## src/rtl/fantasticfft_ifft8.sv

```systemverilog
// 8-point inverse FFT, radix-2 DIT, fully pipelined (input reg + 3 butterfly stages).
// Each butterfly halves its result, so the frame leaves scaled by 1/8.

module fantasticfft_ifft8_bfly #(
    parameter int WIDTH = 16
) (
    input  logic signed [WIDTH-1:0] ar,
    input  logic signed [WIDTH-1:0] ai,
    input  logic signed [WIDTH-1:0] br,
    input  logic signed [WIDTH-1:0] bi,
    output logic signed [WIDTH-1:0] sr,
    output logic signed [WIDTH-1:0] si,
    output logic signed [WIDTH-1:0] dr,
    output logic signed [WIDTH-1:0] di
);
    logic signed [WIDTH:0] sr_w, si_w, dr_w, di_w;

    always_comb begin
        sr_w = {ar[WIDTH-1], ar} + {br[WIDTH-1], br};
        si_w = {ai[WIDTH-1], ai} + {bi[WIDTH-1], bi};
        dr_w = {ar[WIDTH-1], ar} - {br[WIDTH-1], br};
        di_w = {ai[WIDTH-1], ai} - {bi[WIDTH-1], bi};
    end

    // dropping the LSB of the widened result is a floor shift by one
    assign sr = sr_w[WIDTH:1];
    assign si = si_w[WIDTH:1];
    assign dr = dr_w[WIDTH:1];
    assign di = di_w[WIDTH:1];
endmodule

module fantasticfft_ifft8 #(
    parameter int               WIDTH = 16,
    parameter int               FRAC  = 8,
    parameter logic [WIDTH-1:0] TWID  = 16'h00B5
) (
    input  logic                  clk,
    input  logic                  rst_n,
    input  logic                  isValid,
    input  logic [7:0][WIDTH-1:0] yr,
    input  logic [7:0][WIDTH-1:0] yi,
    output logic                  resultValid,
    output logic [7:0][WIDTH-1:0] xr,
    output logic [7:0][WIDTH-1:0] xi
);
    localparam int STAGES = 3;
    localparam int PW     = 2*WIDTH + 1;

    logic [STAGES:0]        vld_pipe;
    logic [7:0][WIDTH-1:0]  s0r, s0i, s1r, s1i, s2r, s2i, s3r, s3i;
    logic [7:0][WIDTH-1:0]  c1r, c1i, c2r, c2i, c3r, c3i;
    logic [7:0][WIDTH-1:0]  t2r, t2i, t3r, t3i;
    logic signed [PW-1:0]   pa1, pb1, pa3, pb3;

    function automatic logic signed [PW-1:0] twmul(input logic [WIDTH-1:0] a);
        return PW'($signed(a)) * PW'($signed(TWID));
    endfunction

    function automatic logic [WIDTH-1:0] twscale(input logic signed [PW-1:0] p);
        return WIDTH'(p >>> FRAC);
    endfunction

    // stage 1: butterflies on bit-reversed pairs (0,4)(2,6)(1,5)(3,7)
    for (genvar g = 0; g < 4; g++) begin : g_st1
        fantasticfft_ifft8_bfly #(.WIDTH(WIDTH)) u_bf (
            .ar(s0r[2*g]), .ai(s0i[2*g]), .br(s0r[2*g+1]), .bi(s0i[2*g+1]),
            .sr(c1r[2*g]), .si(c1i[2*g]), .dr(c1r[2*g+1]), .di(c1i[2*g+1])
        );
    end

    // stage 2: legs 3 and 7 rotated by +j
    always_comb begin
        t2r    = s1r;
        t2i    = s1i;
        t2r[3] = -s1i[3];
        t2i[3] = s1r[3];
        t2r[7] = -s1i[7];
        t2i[7] = s1r[7];
    end

    for (genvar b = 0; b < 4; b++) begin : g_st2
        localparam int I = (b / 2) * 4 + (b % 2);
        fantasticfft_ifft8_bfly #(.WIDTH(WIDTH)) u_bf (
            .ar(t2r[I]),   .ai(t2i[I]),   .br(t2r[I+2]), .bi(t2i[I+2]),
            .sr(c2r[I]),   .si(c2i[I]),   .dr(c2r[I+2]), .di(c2i[I+2])
        );
    end

    // stage 3: W^0, TWID(1+j), +j, TWID(-1+j) on legs 4..7
    always_comb begin
        t3r    = s2r;
        t3i    = s2i;
        pa1    = twmul(s2r[5]);
        pb1    = twmul(s2i[5]);
        pa3    = twmul(s2r[7]);
        pb3    = twmul(s2i[7]);
        t3r[5] = twscale(pa1 - pb1);
        t3i[5] = twscale(pa1 + pb1);
        t3r[6] = -s2i[6];
        t3i[6] = s2r[6];
        t3r[7] = twscale(-(pa3 + pb3));
        t3i[7] = twscale(pa3 - pb3);
    end

    for (genvar i = 0; i < 4; i++) begin : g_st3
        fantasticfft_ifft8_bfly #(.WIDTH(WIDTH)) u_bf (
            .ar(t3r[i]),   .ai(t3i[i]),   .br(t3r[i+4]), .bi(t3i[i+4]),
            .sr(c3r[i]),   .si(c3i[i]),   .dr(c3r[i+4]), .di(c3i[i+4])
        );
    end

    always_ff @(posedge clk) begin
        if (!rst_n) begin
            vld_pipe <= '0;
            s0r <= '0; s0i <= '0;
            s1r <= '0; s1i <= '0;
            s2r <= '0; s2i <= '0;
            s3r <= '0; s3i <= '0;
        end else begin
            vld_pipe <= {vld_pipe[STAGES-1:0], isValid};
            for (int i = 0; i < 8; i++) begin
                s0r[i] <= yr[{i[0], i[1], i[2]}];
                s0i[i] <= yi[{i[0], i[1], i[2]}];
            end
            s1r <= c1r; s1i <= c1i;
            s2r <= c2r; s2i <= c2i;
            s3r <= c3r; s3i <= c3i;
        end
    end

    assign resultValid = vld_pipe[STAGES];
    assign xr          = s3r;
    assign xi          = s3i;
endmodule

```

## config.mk

```make
export PLATFORM = sky130hd
export DESIGN_NAME = fantasticfft_ifft8
export DESIGN_NICKNAME = d
export VERILOG_FILES = /design/src/rtl/fantasticfft_ifft8.sv
export SDC_FILE = /design/constraint.sdc
export NUM_CORES = 2
export LEC_CHECK = 0
export CAP_MARGIN = 20
export CELL_PAD_IN_SITES_DETAIL_PLACEMENT = 0
export CELL_PAD_IN_SITES_GLOBAL_PLACEMENT = 1
export CORE_MARGIN = 2
export CORE_UTILIZATION = 42
export DETAILED_ROUTE_END_ITERATION = 12
export HOLD_SLACK_MARGIN = 0.03
export PLACE_DENSITY = 0.87
export SLEW_MARGIN = 10
export SYNTH_ARGS = -nofsm -noshare
export SYNTH_HDL_FRONTEND = slang
export SYNTH_SLANG_ARGS = --single-unit
```

## constraint.sdc

```tcl
create_clock -name clk -period 7.68 [get_ports clk]
set_clock_uncertainty 0.1 [all_clocks]
set_input_delay 1.536 -clock clk [delete_from_list [all_inputs] [get_ports clk]]
set_output_delay 1.536 -clock clk [all_outputs]
set_load 0.01 [all_outputs]
```

# --- Yosys cells after proc, flatten, opt, wreduce, memory -nomap -nowiden ---
# Index checks and enable logic that the tools add are counted.
classes:
  n_addsub: 56
  multipliers: 4
op_table:
  columns: ["cell", "count"]
  rows:
  - ["adder 16 x 16 -> 17 bit", 24]
  - ["subtractor 16 x 16 -> 17 bit", 24]
  - ["multiplier 16 x 9 -> 24 bit (second input constant)", 4]
  - ["adder 24 bit", 2]
  - ["negation 16 bit", 3]
  - ["subtractor 24 bit", 2]
  - ["negation 24 bit", 1]
totals:
  register_bits: 1028
  output_inout_bits: 257
  elab_cells: 125

# --- Logic depth before layout (Yosys ltp) ---
logic_depth:
  word_depth: 4
  ltp_mapped: 39
  mapped_depth_nobuf: 39

# --- By module ---
# From an unflattened synthesis, not the netlist that was laid out.
hier_totals:
  cells_unflattened: 9781
  hier_area_um2: 82155.0
by_module_without_submodules:
  columns: ["module", "instances", "cells_per_inst", "area_per_inst_um2", "seq_area_each_um2"]
  rows:
  - ["fantasticfft_ifft8", 1, 3989, 42378.1, 20579.7]
  - ["fantasticfft_ifft8_bfly at g_st2[0].u_bf ...", 6, 493, 3370.7, 0.0]
  - ["fantasticfft_ifft8_bfly at g_st1[0].u_bf ...", 3, 467, 3223.1, 0.0]
  - ["fantasticfft_ifft8_bfly at g_st3[2].u_bf", 1, 486, 3363.2, 0.0]
  - ["fantasticfft_ifft8_bfly at g_st3[1].u_bf", 1, 482, 3326.9, 0.0]
  - ["fantasticfft_ifft8_bfly at g_st1[3].u_bf", 1, 465, 3193.1, 0.0]

# --- Least setup slack after synthesis ---
# No wires, ideal clock.
synth_timing:
  path_kind: "reg2reg"
  startpoint: "register s2r[116] in the netlist's numbering"
  endpoint: "register s3r (netlist bit xr[126])"
  setup_time_ns: 0.128
  arrival_ns: 7.305
  setup_slack_ns: 0.148
  path_stages_with_launch: 39
  period_less_slack_ns: 7.532
  cell_sequence: "dfxtp_1 -> ha_1 -> inv_1 -> fa_1 -> inv_1 -> ha_1 -> inv_1 -> fa_1 -> inv_1 -> ha_1 -> a21o_1 -> a21oi_1 -> o21bai_1 -> a21oi_1 -> o21bai_1 -> a21oi_1 -> nor2b_1 -> o21ai_0 -> [3 not listed] -> xnor2_1 -> ha_1 -> inv_1 -> ha_1 -> a21o_1 -> a21o_1 -> a21oi_1 -> o21ai_0 -> a21oi_1 -> nor2b_1 -> nor2_1 -> xnor2_1 -> ha_1 -> clkbuf_1 -> or4_1 -> o21ai_0 -> xor2_1 -> nor2_1"
synth_between:
  elab_chain_cells: 4
synth_rtl:
  columns: ["element", "line", "rtl"]
  rows:
  - ["from (decl)", "50", "logic [7:0][WIDTH-1:0] s0r, s0i, s1r, s1i, s2r, s2i, s3r, s3i;"]
  - ["from (signal assigned)", "126", "s2r <= c2r; s2i <= c2i;"]
  - ["multiplier 16 x 9 -> 24 bit", "56", "return PW'($signed(a)) * PW'($signed(TWID));"]
  - ["adder 24 bit", "101", "t3r[7] = twscale(-(pa3 + pb3));"]
  - ["negation 24 bit", "101", null]
  - ["subtractor 16 x 16 -> 17 bit", "21", "dr_w = {ar[WIDTH-1], ar} - {br[WIDTH-1], br};"]
  - ["to (signal assigned)", "127", "s3r <= c3r; s3i <= c3i;"]
  - ["to (decl)", "50", null]
# No other way between the ends.
# A chain may end at the register's enable or synchronous reset.

# --- Worst setup path after layout ---
layout_timing:
  startpoint: "register s2r[118] in the netlist's numbering"
  endpoint: "register s3r (netlist bit xr[126])"
# Same word-level chain as after synthesis.

==> results.md <==
* Via Count at roughly 56,000
* Top cells by count, synth: inv_1 (1,294), ha_1 (1,123), dfxtp_1 (1,028)
* Num CTS Buffers at 113
* Slew HR at about an eighth
* TritonCTS clock tree: built
* Top post-synthesis cells by area: dfxtp_1 (29%), ha_1 (19%), inv_1 (6.7%)
* Worst EP arrival at slightly below 8 ns
* Cell taking the most area after synthesis: dfxtp_1
* Clock root cell: clkbuf_16
* Post-detailed-route count of antenna-violating nets at 0
* First-pass GRT wire length at between 300 and 400 mm
* Total die area at 175,000 sq um
* Max_cap viols at 0
* Final nets at 10,430
* Max-slew violation count at 0
* Number of global-route vias before repair at roughly 55,000
* Dpl hpwl at 178.4 mm
* Ys flop type: dfxtp_1
* Clk slew on worst S/H paths at ~0.060 ns
* Top-count cell post-synth: inv_1
* Clock buffer depth at 3
* Final Core Density at 49.77%
* Register bit total from synthesis at about 1,000
* Initial DRC Count at 2,876
* Area growth, synth to finish at 18.05%
* Synth top area share at 28.55%
* Port Buffer Count at 515
* Critical Path Max Stage Delay at approximately 0.54 ns
* CTS hold repair buffers at 0
* Final setup viols at 0
* Synth cell types at 90
* Hold Path Class: flop to flop
* Multi-input gate area at 46,480 sq um
* Largest net degree at the start of global routing at 155
* Min Tclk post-route at ~7.4 ns
* Die width at around 420 um
* Share of the clock period used by the worst path at roughly 97%
* Drt first pass iters at 5
* Htree depth at 3
* I/O pins at 516
* CP Data Required Time at around 8.2 ns
* Crit-path max FO at 4
* Synth Cell Area at slightly above 70,000 sq um
* Die Y at between 400 and 500 um
* Status: finished, final reports clean
* Core ar. at 171,000 sq um
* Slew at the pin with the worst max-slew slack at approximately 1.3 ns
* Crit Path Class: flop to flop
* FP Rows at between 150 and 200
* Final hold violation count at 0
* Yosys warns at 0
* Drt total wl at 211.6 mm
* Setup TNS at 0 ns
* Dominant delay contributor by cell family on the critical path: adder cells
* Critical Path Slowest Stage Cell: or4_1
* Syn Area/Cell at approximately 8.7 sq um
* Crit start category: flop
* All-Layer GR Usage at between 20% and 30%
* DR WL/cell at around 19 um
* Routed vias/inst at 5.037
* # DRC at 0
* Grt ovf at 0
* Maximum clock frequency at approximately 130 MHz
* CTS sink cnt at between 1,000 and 1,500
* Cells after synthesis at just over 8,000
* RSZ-0062 raised after global routing: true
* Nature of the critical path endpoint: flop
* Fill cells at around 16,000
* Routability cong. at about 0.95
* Reg area at slightly above 20,000 sq um
* Syn_nets at about 9,900
* Initial antenna violation count at 22
* Post-synth EDFFs at 0
* FFs w/ async S/R, synth at 0%
* Share of cells above drive strength 1 at under 10%
* Initial Util at a little over two fifths
* Register area share after synthesis at around 29%
* Buffers plus inverters on the worst setup path at 5
* Worst skew pair latency at between 0.7 and 0.8 ns
==> state kept, by name, indices dropped and copies added (netlist names) <==
name      flops
s0i         128
s0r         128
s1i         128
s1r         128
s2i         128
s2r         128
xi          128
xr          128
vld_pipe      4
==> layout by cell type, fill, tap and decap left out, types with 17 or more instances in the layout <==
cell type	count
inv_1	1289
ha_1	1112
dfxtp_1	1019
nor2_1	628
clkdlybuf4s50_1	514
a21oi_1	502
and2_1	483
xnor2_1	458
o21ai_0	281
fa_1	213
o21bai_1	202
xor2_1	191
nand2_1	185
nor3_1	159
nor2b_1	141
buf_4	140
clkbuf_16	113
a21o_1	100
nand3_1	95
or3_1	82
and3_1	76
nand2b_1	70
o21a_1	67
and3b_1	47
a31oi_1	47
nor3b_1	46
o41ai_1	42
a21oi_2	35
or2_2	34
a221o_1	32
o31ai_1	28
nand3b_1	27
o211ai_1	25
a21boi_0	25
o31a_1	20
clkbuf_8	20
clkinv_2	19
nor4b_1	18
a221oi_1	17
==> cell families after synthesis <==
kind of cell	Yosys count	share of synthesized area (%)
AO/OA/AOI/OAI	1556	13.85
XOR/XNOR	671	8.184
adder cells (fa/ha/maj)	1339	25.46
buffers and inverters	1504	7.831
flip-flops	1028	28.55
multiplexers	12	0.1666
AND/OR/NAND/NOR	2159	15.96
==> per-layer routing <==
layer	up-vias	share of wire (%)	track usage (%)
li1	28200	-	-
met1	26670	44	30.04
met2	1128	48	40.74
met3	276	4.1	2.516
met4	2	3.8	8.615
met5	-	0.0061	0
==> stage by stage <==
stage,instances,area (sq um),hold WS (ns),setup WS (ns)
2_1_floorplan,8269,72090,0.3119,0.1475
3_3_place_gp,10940,80280,0.3131,-0.07564
3_5_place_dp,10940,80280,0.3196,-0.1002
4_1_cts,11150,84400,0.3323,0.002316
5_1_grt,11170,85080,0.3533,-0.08685
6_report,11170,85100,0.3309,0.2592
==> timing repair <==
| action | in CTS | in global routing |
|---|---|---|
| buffers inserted | 0 | 11 |
| resized for setup | 7 | 134 |
| pin swaps | 1 | 38 |
| setup endpoints to repair | 14 | 47 |
==> area by class of cell <==
type                            instances  area share [%]
Tap cell                             2233           3.283
Multi-Input combinational cell       5737           54.62
Timing Repair Buffer                  657           7.346
Inverter                             1295           5.721
Clock inverter                         75           1.132
Sequential cell                      1028           24.20
Clock buffer                          140           3.677
Antenna cell                            7         0.02058
==> worst paths after layout <==
check                 to  depth (start not counted)   startpoint  slack (ns)
max              xr[126]                         35     s2r[118]        0.26
min          vld_pipe[2]                          1  vld_pipe[1]        0.33
min reg2reg  vld_pipe[2]                          1  vld_pipe[1]        0.33
max reg2reg      xr[126]                         35     s2r[118]        0.26
Power is left out: the tool's default activity adds up to more than one toggle a clock period on the data nets, which glitch-free logic cannot reach.
